`config.mk`:
```
export PLATFORM = sky130hd
export DESIGN_NAME = id_ex_stage_flat
export DESIGN_NICKNAME = d
export VERILOG_FILES = /design/src/rtl/pipe_pkg.sv /design/src/rtl/id_ex_stage_if.sv /design/src/rtl/id_ex_stage_fwd_mux.sv /design/src/rtl/id_ex_stage.sv /design/src/flat_wrapper.sv
export SDC_FILE = /design/constraint.sdc
export NUM_CORES = 1
export LEC_CHECK = 0
export BUFFER_PORTS_ARGS = -buffer_cell sky130_fd_sc_hd__buf_2
export CORE_AREA = 4 4 147 149
export DETAILED_ROUTE_END_ITERATION = 10
export DIE_AREA = 0 0 151 153
export PLACE_DENSITY = 0.6
export SYNTH_ARGS = -nofsm -noshare
export SYNTH_HDL_FRONTEND = slang
export SYNTH_SLANG_ARGS = --single-unit
```
`constraint.sdc`:
```
create_clock -name clk -period 6.3 [get_ports clk]
set_input_delay 1.26 -clock clk [delete_from_list [all_inputs] [get_ports clk]]
set_output_delay 1.26 -clock clk [all_outputs]
set_load 0.02 [all_outputs]
```
`src/rtl/pipe_pkg.sv`:
```
// pipe_pkg: shared widths, ALU op encodings and the ID/EX register layout.
package pipe_pkg;
  localparam int WORD_W  = 32;
  localparam int REG_W   = 5;
  localparam int ALUOP_W = 3;
  localparam logic [REG_W-1:0] REG_ZERO = '0;
  typedef enum logic [ALUOP_W-1:0] {
    ALU_AND = 3'b000,
    ALU_OR  = 3'b001,
    ALU_ADD = 3'b010,
    ALU_SUB = 3'b011
  } aluop_e;
  typedef struct packed {
    logic [WORD_W-1:0]  pc;
    logic [WORD_W-1:0]  rs_val;
    logic [WORD_W-1:0]  rt_val;
    logic [WORD_W-1:0]  imm32;
    logic [REG_W-1:0]   rs;
    logic [REG_W-1:0]   rt;
    logic [REG_W-1:0]   wa;
    logic [ALUOP_W-1:0] aluop;
    logic               alusrc;
    logic               regwrite;
    logic               memwrite;
    logic               memtoreg;
  } id_ex_t;
endpackage

```
`src/rtl/id_ex_stage_if.sv`:
```
// id_ex_stage_if: D-stage fields, M/W forwarding sources and E-stage outputs of the ID/EX stage.
interface id_ex_stage_if;
  import pipe_pkg::*;
  logic               stall, hold;
  logic [WORD_W-1:0]  d_pc, d_rs_val, d_rt_val, d_imm32;
  logic [REG_W-1:0]   d_rs, d_rt, d_wa;
  logic [ALUOP_W-1:0] d_aluop;
  logic               d_alusrc, d_regwrite, d_memwrite, d_memtoreg;
  logic               m_regwrite, w_regwrite;
  logic [REG_W-1:0]   m_wa, w_wa;
  logic [WORD_W-1:0]  m_fwd_data, w_wd;
  logic [WORD_W-1:0]  e_a, e_b, e_rt_fwd, e_pc;
  logic [REG_W-1:0]   e_rs, e_rt, e_wa;
  logic [ALUOP_W-1:0] e_aluop;
  logic               e_regwrite, e_memwrite, e_memtoreg;
  modport master (
    output stall, hold, d_pc, d_rs_val, d_rt_val, d_imm32, d_rs, d_rt, d_wa, d_aluop,
           d_alusrc, d_regwrite, d_memwrite, d_memtoreg,
           m_regwrite, m_wa, m_fwd_data, w_regwrite, w_wa, w_wd,
    input  e_a, e_b, e_rt_fwd, e_pc, e_rs, e_rt, e_wa, e_aluop, e_regwrite, e_memwrite, e_memtoreg
  );
  modport slave (
    input  stall, hold, d_pc, d_rs_val, d_rt_val, d_imm32, d_rs, d_rt, d_wa, d_aluop,
           d_alusrc, d_regwrite, d_memwrite, d_memtoreg,
           m_regwrite, m_wa, m_fwd_data, w_regwrite, w_wa, w_wd,
    output e_a, e_b, e_rt_fwd, e_pc, e_rs, e_rt, e_wa, e_aluop, e_regwrite, e_memwrite, e_memtoreg
  );
endinterface

```
`src/rtl/id_ex_stage_fwd_mux.sv`:
```
// fwd_mux: selects the newest value of one source register, M before W, register 0 never forwarded.
module fwd_mux
  import pipe_pkg::*;
(
  input  logic [REG_W-1:0]  s,
  input  logic [WORD_W-1:0] cap,
  input  logic              m_regwrite,
  input  logic [REG_W-1:0]  m_wa,
  input  logic [WORD_W-1:0] m_fwd_data,
  input  logic              w_regwrite,
  input  logic [REG_W-1:0]  w_wa,
  input  logic [WORD_W-1:0] w_wd,
  output logic [WORD_W-1:0] v
);
  always_comb
    v = (s == REG_ZERO) ? cap :
        (m_regwrite && m_wa == s) ? m_fwd_data :
        (w_regwrite && w_wa == s) ? w_wd : cap;
endmodule

```
`src/rtl/id_ex_stage.sv`:
```
// id_ex_stage: ID/EX pipeline register with bubble/freeze control and E-stage operand forwarding.
// Define FORWARD_EN to build the M/W forwarding muxes and the hold-time operand refresh.
module id_ex_stage
  import pipe_pkg::*;
(
  input logic          clk,
  input logic          reset,
  id_ex_stage_if.slave bus
);
  id_ex_t r, d;
  logic [WORD_W-1:0] rs_fwd, rt_fwd;
  assign d = '{pc: bus.d_pc, rs_val: bus.d_rs_val, rt_val: bus.d_rt_val, imm32: bus.d_imm32,
               rs: bus.d_rs, rt: bus.d_rt, wa: bus.d_wa, aluop: bus.d_aluop,
               alusrc: bus.d_alusrc, regwrite: bus.d_regwrite,
               memwrite: bus.d_memwrite, memtoreg: bus.d_memtoreg};
`ifdef FORWARD_EN
  fwd_mux u_rs (.s(r.rs), .cap(r.rs_val), .m_regwrite(bus.m_regwrite), .m_wa(bus.m_wa),
                .m_fwd_data(bus.m_fwd_data), .w_regwrite(bus.w_regwrite), .w_wa(bus.w_wa),
                .w_wd(bus.w_wd), .v(rs_fwd));
  fwd_mux u_rt (.s(r.rt), .cap(r.rt_val), .m_regwrite(bus.m_regwrite), .m_wa(bus.m_wa),
                .m_fwd_data(bus.m_fwd_data), .w_regwrite(bus.w_regwrite), .w_wa(bus.w_wa),
                .w_wd(bus.w_wd), .v(rt_fwd));
`else
  assign rs_fwd = r.rs_val;
  assign rt_fwd = r.rt_val;
`endif
  // hold refreshes operands with forwarded data so it outlives the M/W producers
  always_ff @(posedge clk or posedge reset)
    if (reset) r <= '0;
    else if (bus.hold) begin
      r.rs_val <= rs_fwd;
      r.rt_val <= rt_fwd;
    end
    else if (bus.stall) r <= '0;
    else r <= d;
  assign bus.e_a        = rs_fwd;
  assign bus.e_rt_fwd   = rt_fwd;
  assign bus.e_b        = r.alusrc ? r.imm32 : rt_fwd;
  assign bus.e_pc       = r.pc;
  assign bus.e_rs       = r.rs;
  assign bus.e_rt       = r.rt;
  assign bus.e_wa       = r.wa;
  assign bus.e_aluop    = r.aluop;
  assign bus.e_regwrite = r.regwrite;
  assign bus.e_memwrite = r.memwrite;
  assign bus.e_memtoreg = r.memtoreg;
endmodule

```
`src/flat_wrapper.sv`:
```
// flat-port wrapper written by rule: the top's interface ports become plain ports
module id_ex_stage_flat import pipe_pkg::*;
  (clk, reset, bus_stall, bus_hold, bus_d_pc, bus_d_rs_val, bus_d_rt_val, bus_d_imm32, bus_d_rs, bus_d_rt, bus_d_wa, bus_d_aluop, bus_d_alusrc, bus_d_regwrite, bus_d_memwrite, bus_d_memtoreg, bus_m_regwrite, bus_m_wa, bus_m_fwd_data, bus_w_regwrite, bus_w_wa, bus_w_wd, bus_e_a, bus_e_b, bus_e_rt_fwd, bus_e_pc, bus_e_rs, bus_e_rt, bus_e_wa, bus_e_aluop, bus_e_regwrite, bus_e_memwrite, bus_e_memtoreg);
  id_ex_stage_if bus_i ();
  input logic clk;
  input logic reset;
  input wire logic [$bits(bus_i.stall)-1:0] bus_stall;
  input wire logic [$bits(bus_i.hold)-1:0] bus_hold;
  input wire logic [$bits(bus_i.d_pc)-1:0] bus_d_pc;
  input wire logic [$bits(bus_i.d_rs_val)-1:0] bus_d_rs_val;
  input wire logic [$bits(bus_i.d_rt_val)-1:0] bus_d_rt_val;
  input wire logic [$bits(bus_i.d_imm32)-1:0] bus_d_imm32;
  input wire logic [$bits(bus_i.d_rs)-1:0] bus_d_rs;
  input wire logic [$bits(bus_i.d_rt)-1:0] bus_d_rt;
  input wire logic [$bits(bus_i.d_wa)-1:0] bus_d_wa;
  input wire logic [$bits(bus_i.d_aluop)-1:0] bus_d_aluop;
  input wire logic [$bits(bus_i.d_alusrc)-1:0] bus_d_alusrc;
  input wire logic [$bits(bus_i.d_regwrite)-1:0] bus_d_regwrite;
  input wire logic [$bits(bus_i.d_memwrite)-1:0] bus_d_memwrite;
  input wire logic [$bits(bus_i.d_memtoreg)-1:0] bus_d_memtoreg;
  input wire logic [$bits(bus_i.m_regwrite)-1:0] bus_m_regwrite;
  input wire logic [$bits(bus_i.m_wa)-1:0] bus_m_wa;
  input wire logic [$bits(bus_i.m_fwd_data)-1:0] bus_m_fwd_data;
  input wire logic [$bits(bus_i.w_regwrite)-1:0] bus_w_regwrite;
  input wire logic [$bits(bus_i.w_wa)-1:0] bus_w_wa;
  input wire logic [$bits(bus_i.w_wd)-1:0] bus_w_wd;
  output wire logic [$bits(bus_i.e_a)-1:0] bus_e_a;
  output wire logic [$bits(bus_i.e_b)-1:0] bus_e_b;
  output wire logic [$bits(bus_i.e_rt_fwd)-1:0] bus_e_rt_fwd;
  output wire logic [$bits(bus_i.e_pc)-1:0] bus_e_pc;
  output wire logic [$bits(bus_i.e_rs)-1:0] bus_e_rs;
  output wire logic [$bits(bus_i.e_rt)-1:0] bus_e_rt;
  output wire logic [$bits(bus_i.e_wa)-1:0] bus_e_wa;
  output wire logic [$bits(bus_i.e_aluop)-1:0] bus_e_aluop;
  output wire logic [$bits(bus_i.e_regwrite)-1:0] bus_e_regwrite;
  output wire logic [$bits(bus_i.e_memwrite)-1:0] bus_e_memwrite;
  output wire logic [$bits(bus_i.e_memtoreg)-1:0] bus_e_memtoreg;
  assign bus_i.stall = bus_stall;
  assign bus_i.hold = bus_hold;
  assign bus_i.d_pc = bus_d_pc;
  assign bus_i.d_rs_val = bus_d_rs_val;
  assign bus_i.d_rt_val = bus_d_rt_val;
  assign bus_i.d_imm32 = bus_d_imm32;
  assign bus_i.d_rs = bus_d_rs;
  assign bus_i.d_rt = bus_d_rt;
  assign bus_i.d_wa = bus_d_wa;
  assign bus_i.d_aluop = bus_d_aluop;
  assign bus_i.d_alusrc = bus_d_alusrc;
  assign bus_i.d_regwrite = bus_d_regwrite;
  assign bus_i.d_memwrite = bus_d_memwrite;
  assign bus_i.d_memtoreg = bus_d_memtoreg;
  assign bus_i.m_regwrite = bus_m_regwrite;
  assign bus_i.m_wa = bus_m_wa;
  assign bus_i.m_fwd_data = bus_m_fwd_data;
  assign bus_i.w_regwrite = bus_w_regwrite;
  assign bus_i.w_wa = bus_w_wa;
  assign bus_i.w_wd = bus_w_wd;
  assign bus_e_a = bus_i.e_a;
  assign bus_e_b = bus_i.e_b;
  assign bus_e_rt_fwd = bus_i.e_rt_fwd;
  assign bus_e_pc = bus_i.e_pc;
  assign bus_e_rs = bus_i.e_rs;
  assign bus_e_rt = bus_i.e_rt;
  assign bus_e_wa = bus_i.e_wa;
  assign bus_e_aluop = bus_i.e_aluop;
  assign bus_e_regwrite = bus_i.e_regwrite;
  assign bus_e_memwrite = bus_i.e_memwrite;
  assign bus_e_memtoreg = bus_i.e_memtoreg;
  id_ex_stage u_core (.clk(clk), .reset(reset), .bus(bus_i));
endmodule
```
==> run summary <==
CP required - 5.04 ns
Setup Crit Path Kind - register to primary output
Die height - 153 microns
Sum of negative setup slack - 0 ns
Residual DRC count - 0
First-pass GRT wire length - 25100 microns
Post-CTS Repair Setup Buffers - 0
Die boundary width - 151 microns
Number of clock buffers inserted by TritonCTS - 17
Proportion of synthesized chip area in sequential cells - 57.5%
Syn_nets - 717
Ys Warns - 0
CP endpoint kind - primary output
CTS tree - yes
Pin count of the biggest net entering global routing - 94
H-tree Lvls - 4
Total Power Consumption - 2550 uW
Iteration-0 DRC Markers - 145
Netlist area before placement - 6520 sq um
Max-slew headroom at the worst pin - 35.0%
Grt total ovfl - 0
Total instance count after detailed placement - 912
Via total after detailed routing - 4355
GRT Util Overall - 13.8%
DIE AREA - 23100 sq um
Number of buffer cells added on primary ports - 302
Multi-input logic area - 1690 sq um
Clock latency on the worst-skew pair - 0.41 ns
Number of clock sinks - 150
I/O pins - 379
Initial cell density of the core - 32.3%
Post-CTS resize count - 0
Synth Area per Inst - 13.4 sq um
Antenna violations before repair - 1
Run status - finished, final reports clean
Detail Route Antenna Nets - 0
Number of buffers on the longest clock path - 2
Drt total wl - 16400 microns
Number of instances in the synthesized netlist - 487
Final nets - 891
Placeable Area - 20200 sq um
Final worst-path setup slack - 3.09 ns
Share of the core filled with cells - 39.5%
Sort of element at the start of the critical path - register
Final hold vios - 0
Static power due to leakage - 0.00432 uW
Clock input transition at the sequential cells of the worst setup and hold paths - 0.06 ns
Register area - 3750 sq um
Weighted congestion at the end of routability-driven global placement - 0.726
Row cnt - 52
Worst-margin pin slew - 0.976 ns
Crit path time final - 3.21 ns
RSZ-0062 raised after global routing - no
Estimated wirelength of the detail-placed design - 11000 microns
P per Cell Area - 320 nW/um^2
Hold_buf cts - 0
Mean number of vias per cell - 4.62
Share of post-route cells with drive strength above 1 - 55.3%
Count of final setup violators - 0
Number of inserted filler cells in the final layout - 1954
Max rail drop VDD - 179 uV
Synthesis-to-finish area growth - 22.1%
# diodes - 0
Crit-path max FO - 33
Peak clock frequency supported by timing - 312 MHz
Maximum capacitance violations - 0
Wire length per cell after detailed routing - 17.4 microns
Via count of the first global-routing pass - 4528
Slew Viols, Final - 0
DR pass1 iterations - 4
Share of the cycle needed by the critical path after routing - 50.9%
Class of the tightest hold or removal check - register to register
Worst-case setup slack after placement - 3.18 ns
CTS root buf - clkbuf_16
Non-filler cells, final - 943
Distinct cell type count after synthesis - 12
Data arrival, critical path - 1.95 ns
Post-route clock skew - 0 ns
#FFs+latches synth - 150
## kinds of logic after synthesis
| group | after synthesis | share of synthesized area, % |
|---|---|---|
| mux | 32 | 5.52 |
| flops | 150 | 57.5 |
| compound gates | 150 | 20.1 |
| buf+inv | 152 | 16.5 |
| simple gates | 3 | 0.326 |
## worst paths after layout
kind / end / from / depth (start not counted) / slack, ns
hold reg to reg: u_core.bus.e_pc[30] / u_core.bus.e_pc[30] / 2 / 0.48
min in group asynchronous: u_core.bus.e_pc[17] / reset / 2 / 1.02
setup reg to reg: u_core.r[3] / u_core.r[3] / 1 / 5.08
setup / recovery: bus_e_b[23] / u_core.r[3] / 2 / 3.09
hold / removal: u_core.bus.e_pc[30] / u_core.bus.e_pc[30] / 2 / 0.48
max in group asynchronous: u_core.bus.e_rt_fwd[30] / reset / 3 / 3.96
## cell usage after synthesis (all sizes together)
| cell type | number | area share, % |
|---|---|---|
| buf | 145 | 16 |
| inv | 1 | 0.057 |
| mux2 | 32 | 5.5 |
| o21ai | 1 | 0.077 |
| nand2 | 1 | 0.057 |
| nand2b | 1 | 0.096 |
| clkbuf | 6 | 0.35 |
| a22o | 149 | 20 |
| dfrtp | 150 | 58 |
| nor2 | 1 | 0.17 |
## per-stage QoR
step | hold WS [ns] | area (sq um)
2_1_floorplan | 0.454 | 6520
3_3_place_gp | 0.468 | 7340
3_5_place_dp | 0.472 | 7340
4_1_cts | 0.487 | 7960
5_1_grt | 0.517 | 7960
6_report | 0.483 | 7960
## report_power, final
part / total, uW / internal, uW / switching (uW) / leakage (uW)
sequential: 1090 / 1040 / 49.9 / 0.00195
clock: 1070 / 666 / 402 / 0.000298
combinational: 391 / 165 / 226 / 0.00207
## registers in the layout, summed over array words and instances (netlist names), 3 cells and up
register and count:
u_core.r 33, u_core.bus.e_pc 32, u_core.bus.e_rs 5, u_core.bus.e_aluop 3
u_core.bus.e_rt_fwd 32, u_core.bus.e_rt 5, u_core.bus.e_a 32, u_core.bus.e_wa 5
## cell usage in the layout, fill, tap and decap left out
cell type and n:
buf_2 301, a22o_1 149, dfrtp_1 149, mux2_2 32
clkbuf_16 17, buf_4 5, clkbuf_8 4, inv_6 3
clkinvlp_4 3, bufinv_16 3, nor2_4 1, nand2b_1 1
nand2_1 1, o21ai_0 1, clkinv_2 1, clkinv_4 1
dfrtp_2 1
## worst max-delay path, stage by stage, from the launching register on
cell and delay (ns):
dfrtp_2 0.90, mux2_2 0.43, buf_2 0.17
## area by class of cell
class                      count  share of cell area [%]
multi-input combinational    185                    21.2
tap                          270                    4.24
clock inverter                10                    1.81
inverter                       1                   0.110
timing repair buffer         306                    19.4
clock buffer                  21                    6.03
sequential                   150                    47.2
## layer usage
layer	part of all wire, %	track usage, %
met1	43	17.9
met2	47	21.2
met3	8.5	4.65
met4	1.8	5.31
met5	0.079	0
Power figures use the tool's default switching activity.
